--- src/rtl/vend_coin_sched.sv ---
`default_nettype none
// ============================================================================
// Module   : vend_coin_sched
// Brief    : Two-slot round-robin coin scheduler serialising coins onto the
//            vending core's x input, with vend stall and cancel sequencing.
// Revision : 1.0
// ============================================================================
module vend_coin_sched #(
    parameter int GAP       = 1,
    parameter int VEND_HOLD = 2,
    parameter int CNT_W     = 8
) (
    input  logic             clk,
    input  logic             reset,
    input  logic             a_valid,
    input  logic [1:0]       a_coin,
    output logic             a_ready,
    input  logic             b_valid,
    input  logic [1:0]       b_coin,
    output logic             b_ready,
    input  logic             cancel,
    input  logic [1:0]       vend_z,
    output logic [1:0]       x,
    output logic             core_reset,
    output logic             reject,
    output logic [CNT_W-1:0] a_count,
    output logic [CNT_W-1:0] b_count
);
    localparam int C_GAP_W  = (GAP < 2) ? 1 : $clog2(GAP + 1);
    localparam int C_HOLD_W = (VEND_HOLD < 2) ? 1 : $clog2(VEND_HOLD + 1);
    localparam logic [CNT_W-1:0] C_CNT_MAX = '1;

    typedef enum logic [2:0] {
        ST_IDLE   = 3'd0,
        ST_ISSUE  = 3'd1,
        ST_GAP    = 3'd2,
        ST_HOLD   = 3'd3,
        ST_CANCEL = 3'd4
    } state_t;

    state_t               state_q, state_d;
    logic                 a_full_q, a_full_d, b_full_q, b_full_d;
    logic [1:0]           a_code_q, a_code_d, b_code_q, b_code_d;
    logic                 last_b_q, last_b_d;
    logic [1:0]           x_q, x_d;
    logic                 core_reset_q, core_reset_d;
    logic                 reject_q, reject_d;
    logic [CNT_W-1:0]     a_count_q, a_count_d, b_count_q, b_count_d;
    logic [C_GAP_W-1:0]   gap_cnt_q, gap_cnt_d;
    logic [C_HOLD_W-1:0]  hold_cnt_q, hold_cnt_d;

    logic w_a_xfer, w_b_xfer, w_vend, w_grant_b;

    assign a_ready    = ~a_full_q & (state_q != ST_CANCEL);
    assign b_ready    = ~b_full_q & (state_q != ST_CANCEL);
    assign w_a_xfer   = a_valid & a_ready;
    assign w_b_xfer   = b_valid & b_ready;
    assign w_vend     = (vend_z != 2'b00);
    // B wins only if A is empty or A was granted last.
    assign w_grant_b  = b_full_q & (~a_full_q | ~last_b_q);

    assign x          = x_q;
    assign core_reset = core_reset_q;
    assign reject     = reject_q;
    assign a_count    = a_count_q;
    assign b_count    = b_count_q;

    always_comb begin
        state_d      = state_q;
        a_full_d     = a_full_q;
        a_code_d     = a_code_q;
        b_full_d     = b_full_q;
        b_code_d     = b_code_q;
        last_b_d     = last_b_q;
        x_d          = 2'b00;
        core_reset_d = 1'b0;
        a_count_d    = a_count_q;
        b_count_d    = b_count_q;
        gap_cnt_d    = gap_cnt_q;
        hold_cnt_d   = hold_cnt_q;
        reject_d     = (w_a_xfer & ~a_coin[0]) | (w_b_xfer & ~b_coin[0]);

        if (w_a_xfer && a_coin[0]) begin
            a_full_d = 1'b1;
            a_code_d = a_coin;
        end
        if (w_b_xfer && b_coin[0]) begin
            b_full_d = 1'b1;
            b_code_d = b_coin;
        end

        if (state_q == ST_CANCEL) begin
            a_full_d = 1'b0;
            b_full_d = 1'b0;
            state_d  = ST_IDLE;
        end else if (cancel) begin
            state_d      = ST_CANCEL;
            core_reset_d = 1'b1;
        end else if (w_vend) begin
            state_d    = ST_HOLD;
            hold_cnt_d = C_HOLD_W'(VEND_HOLD);
        end else begin
            case (state_q)
                ST_IDLE: begin
                    if (a_full_q || b_full_q) begin
                        state_d  = ST_ISSUE;
                        last_b_d = w_grant_b;
                        if (w_grant_b) begin
                            x_d      = b_code_q;
                            b_full_d = 1'b0;
                            if (b_count_q != C_CNT_MAX) b_count_d = b_count_q + CNT_W'(1);
                        end else begin
                            x_d      = a_code_q;
                            a_full_d = 1'b0;
                            if (a_count_q != C_CNT_MAX) a_count_d = a_count_q + CNT_W'(1);
                        end
                    end
                end
                ST_ISSUE: begin
                    if (GAP > 0) begin
                        state_d   = ST_GAP;
                        gap_cnt_d = C_GAP_W'(GAP);
                    end else begin
                        state_d = ST_IDLE;
                    end
                end
                ST_GAP: begin
                    if (gap_cnt_q <= C_GAP_W'(1)) state_d = ST_IDLE;
                    else gap_cnt_d = gap_cnt_q - C_GAP_W'(1);
                end
                ST_HOLD: begin
                    // Counter was reloaded on the last vend cycle; leave once it runs out.
                    if (hold_cnt_q <= C_HOLD_W'(1)) state_d = ST_IDLE;
                    else hold_cnt_d = hold_cnt_q - C_HOLD_W'(1);
                end
                default: state_d = ST_IDLE;
            endcase
        end
    end

    always_ff @(posedge clk or posedge reset) begin
        if (reset) begin
            state_q      <= ST_IDLE;
            a_full_q     <= 1'b0;
            a_code_q     <= 2'b00;
            b_full_q     <= 1'b0;
            b_code_q     <= 2'b00;
            last_b_q     <= 1'b1;
            x_q          <= 2'b00;
            core_reset_q <= 1'b0;
            reject_q     <= 1'b0;
            a_count_q    <= '0;
            b_count_q    <= '0;
            gap_cnt_q    <= '0;
            hold_cnt_q   <= '0;
        end else begin
            state_q      <= state_d;
            a_full_q     <= a_full_d;
            a_code_q     <= a_code_d;
            b_full_q     <= b_full_d;
            b_code_q     <= b_code_d;
            last_b_q     <= last_b_d;
            x_q          <= x_d;
            core_reset_q <= core_reset_d;
            reject_q     <= reject_d;
            a_count_q    <= a_count_d;
            b_count_q    <= b_count_d;
            gap_cnt_q    <= gap_cnt_d;
            hold_cnt_q   <= hold_cnt_d;
        end
    end
endmodule
`default_nettype wire

--- config.mk ---
export PLATFORM = sky130hd
export DESIGN_NAME = vend_coin_sched
export DESIGN_NICKNAME = d
export VERILOG_FILES = /design/src/rtl/vend_coin_sched.sv
export SDC_FILE = /design/constraint.sdc
export NUM_CORES = 1
export LEC_CHECK = 0
export ABC_AREA = 1
export CORE_AREA = 4 4 73 75
export CTS_CLUSTER_DIAMETER = 200
export DETAILED_ROUTE_END_ITERATION = 10
export DIE_AREA = 0 0 77 79
export PLACE_DENSITY_LB_ADDON = 0.1
export SYNTH_ARGS = -nofsm -noshare
export SYNTH_HDL_FRONTEND = slang
export SYNTH_SLANG_ARGS = --single-unit
--- constraint.sdc ---
create_clock -name clk -period 1.5 [get_ports clk]
set_input_delay 0.15 -clock clk [delete_from_list [all_inputs] [get_ports clk]]
set_output_delay 0.15 -clock clk [all_outputs]
set_load 0.02 [all_outputs]
==> flow_metrics.tcl <==
set metrics [dict create \
    status "finished clean" \
    yosys.area_share.simple_pct 39.7 \
    cts.sinks 32 \
    required_ns 1.35 \
    p_seq_share_pct 38.2 \
    fmaxAchievable_ghz 0.693 \
    dp_hpwl_um 2950 \
    worst_pin_slew_ns 0.305 \
    max_cap_violations 0 \
    final_common_cell "nand2_1" \
    hp-class "in2async" \
    crit_path_start_kind "flip-flop" \
    first_global_vias 1699 \
    port_buffers 32 \
    cp_slowest_cell "clkdlybuf4s50_1" \
    die_area_um2 6080 \
    vias 1632 \
    rows 25 \
    grtUsageTotal_pct 15.0 \
    postRouteAntennaNets 0 \
    ys_top_cells_by_area "dfrtp_1 (43%), nand2_1 (20%), inv_1 (6.8%)" \
    syn_avg_cell_area_um2 7.42 \
    drive_gt1_share_pct 16.3 \
    hold_ws_ns 0.200 \
    antenna_found_initial 0 \
    synthesis.area_um2 1820 \
    clockPowerShare_pct 32.5 \
    cpLargestDelayFamily "buffers and inverters" \
    arrival_ns 1.29 \
    fin_worst_skew_ns 0.00470 \
    path_max_fanout 4 \
    synthMuxAreaShare_pct 0 \
    path_cells "clkdlybuf4s50_1" \
    synth_top_family_by_area "simple AND/OR/NAND/NOR gates" \
    placed_cells 347 \
    endpoint_kind "output port" \
    core_area_um2 4660 \
    fin_cells 355 \
    routabilityCongestion 0.775 \
    clk_latency_ns 0.29 \
    fp.dieH_um 79 \
    place_ws_ns 0.0274 \
    irDropWorstVdd_mv 0.606 \
    gr-total-overflow 0 \
    min_period_ns 1.44 \
    drt_pass1_iterations 4 \
    reg2regPathDepth 8 \
    drv_slew 0 \
    drc 0 \
    synth-xor-area-share_pct 2.89 \
    synth_compound_area_share_pct 3.99 \
    grt_max_degree 33 \
    grt_pass1_wl_um 7390 \
    postCtsSetupBuffers 0 \
    setup-tns-final_ns 0 \
    setup_viol 0 \
    p_int_mw 1.90 \
    path_buf_inv 1 \
    clkTransAtPathRegs_ns 0.07 \
    rsz0062_at_grt "no" \
    period_share_pct 96.2 \
    crit_path_max_incr_delay_ns 0.62 \
    cts_made_buffers 5 \
    crit_type "reg2out" \
    synth.largest_area_cell "dfrtp_1" \
    p_leak_nw 1.40 \
    start_util_pct 39.0 \
    p_sw_mw 0.908 \
    final_cell_mix "nand2_1 (97), inv_1 (33), dfrtp_1 (31), clkdlybuf4s50_1 (15), buf_4 (15)" \
    num_antenna_cells 0 \
    area_growth_pct 35.7 \
    vias_per_cell 4.60 \
    synthDistinctLibCells 26 \
    slew_headroom_pct 79.6 \
    syn_inst 245 \
    hold_viol_final 0 \
    comb_power_share_pct 29.2 \
    synthDominantCellAreaShare_pct 42.7 \
    clk_path_buf_depth 2 \
    ios 33 \
    cp.depth 1 \
    syn_nets 259 \
    routedWlPerCell_um 11.2 \
    swShare_pct 32.3 \
    yosysSeqAreaShare_pct 44.1 \
    cts_tree "built" \
    yosysWarnings 0 \
    power_density_nw_per_um2 1140 \
    initialDrtViolationCount 50 \
    cts_root_buf "clkbuf_8" \
    synth_adder_area_share_pct 2.06 \
    setup_ws_ns 0.0569 \
    fp.dieW_um 77 \
    ys_seq_elements 32 \
    ctsHtreeMaxLevel 2 \
    wl_um 3970 \
    nets 314 \
]
-- final timing paths --
| path | start | to | slack [ns] |
|---|---|---|---|
| max | a_count[3]$_DFFE_PP0P_ | a_count[3] | 0.06 |
| min | reset | a_count[6]$_DFFE_PP0P_ | 0.20 |
| max reg2reg | a_count[0]$_DFFE_PP0P_ | a_count[5]$_DFFE_PP0P_ | 0.15 |
| min reg2reg | b_code_q[0]$_DFFE_PP0P_ | b_code_q[0]$_DFFE_PP0P_ | 0.47 |
| max in group asynchronous | reset | last_b_q$_DFFE_PP1P_ | 1.06 |
| min in group clk | b_coin[1] | b_code_q[1]$_DFFE_PP0P_ | 0.39 |
-- flip-flops by register name, indices dropped and copies added, names as in the netlist --
| register | cells |
|---|---|
| reject | 1 |
| a_full_q | 1 |
| b_full_q | 1 |
| core_reset | 1 |
| state_q | 3 |
| a_code_q | 2 |
| a_count | 8 |
| hold_cnt_q | 2 |
| x | 2 |
| b_count | 8 |
| last_b_q | 1 |
| b_code_q | 2 |
-- cell usage after synthesis, drive strengths merged --
| library cell | number |
|---|---|
| a21oi | 6 |
| dfrtp | 31 |
| dfstp | 1 |
| o21ai | 6 |
| nor2 | 24 |
| nor3 | 1 |
| nand3b | 1 |
| nand2 | 105 |
| or2 | 2 |
| a31oi | 1 |
| ha | 3 |
| nand3 | 13 |
| inv | 34 |
| clkinv | 1 |
| o22ai | 1 |
| xnor2 | 1 |
| xor2 | 5 |
| nand4 | 9 |
-- stage by stage --
| step | power [mW] | cell area, um2 | utilization (%) |
|---|---|---|---|
| finish | 2.81 | 2470 | 52.9 |
| global placement | 1.95 | 2340 | 50.2 |
| CTS | 2.86 | 2450 | 52.5 |
| floorplan | 1.59 | 1820 | - |
| global route | 3.00 | 2470 | 52.9 |
| detailed placement | 1.95 | 2340 | 50.2 |
-- cells by family (layout without fill, tap and decap cells) --
| logic type | after synthesis | count (layout) |
|---|---|---|
| buf+inv | 35 | 91 |
| compound gates | 14 | 14 |
| fa+ha+maj | 3 | 3 |
| xor+xnor | 6 | 6 |
| flops | 32 | 32 |
| simple gates | 155 | 155 |
-- final cells by class --
cell class / instances / area (um2)
clock inverters: 1 / 30.0
multi-input cells: 178 / 907
repair buffers: 48 / 432
fillers: 477 / 2190
inverters: 35 / 131
clock buffers: 7 / 96.3
flip-flops and latches: 32 / 802
well taps: 54 / 67.6
-- per-layer routing --
metal	wire length [um]	vias to the layer above	global-route usage [%]
met3	145	6	3.85
met2	1860	26	24.4
met5	0	-	0
met1	1900	730	18.7
li1	-	870	-
met4	59	0	7.12
-- what timing repair did --
action | 4_1_cts | 5_1_grt
gates resized for setup | 17 | 10
hold buffers | 0 | 0
pin swaps | 0 | 1
endpoints found under the setup margin | 15 | 19
endpoints found under the hold margin | 0 | 0
-- power by group through the flow --
stage	registers (mW)	logic [mW]	clock network [mW]
2_1_floorplan	1.16	0.426	0
3_3_place_gp	1.09	0.860	0
3_5_place_dp	1.09	0.861	0
4_1_cts	1.08	0.827	0.957
5_1_grt	1.10	0.922	0.985
6_report	1.07	0.820	0.914
No activity file was read; power rests on OpenSTA's default activity.
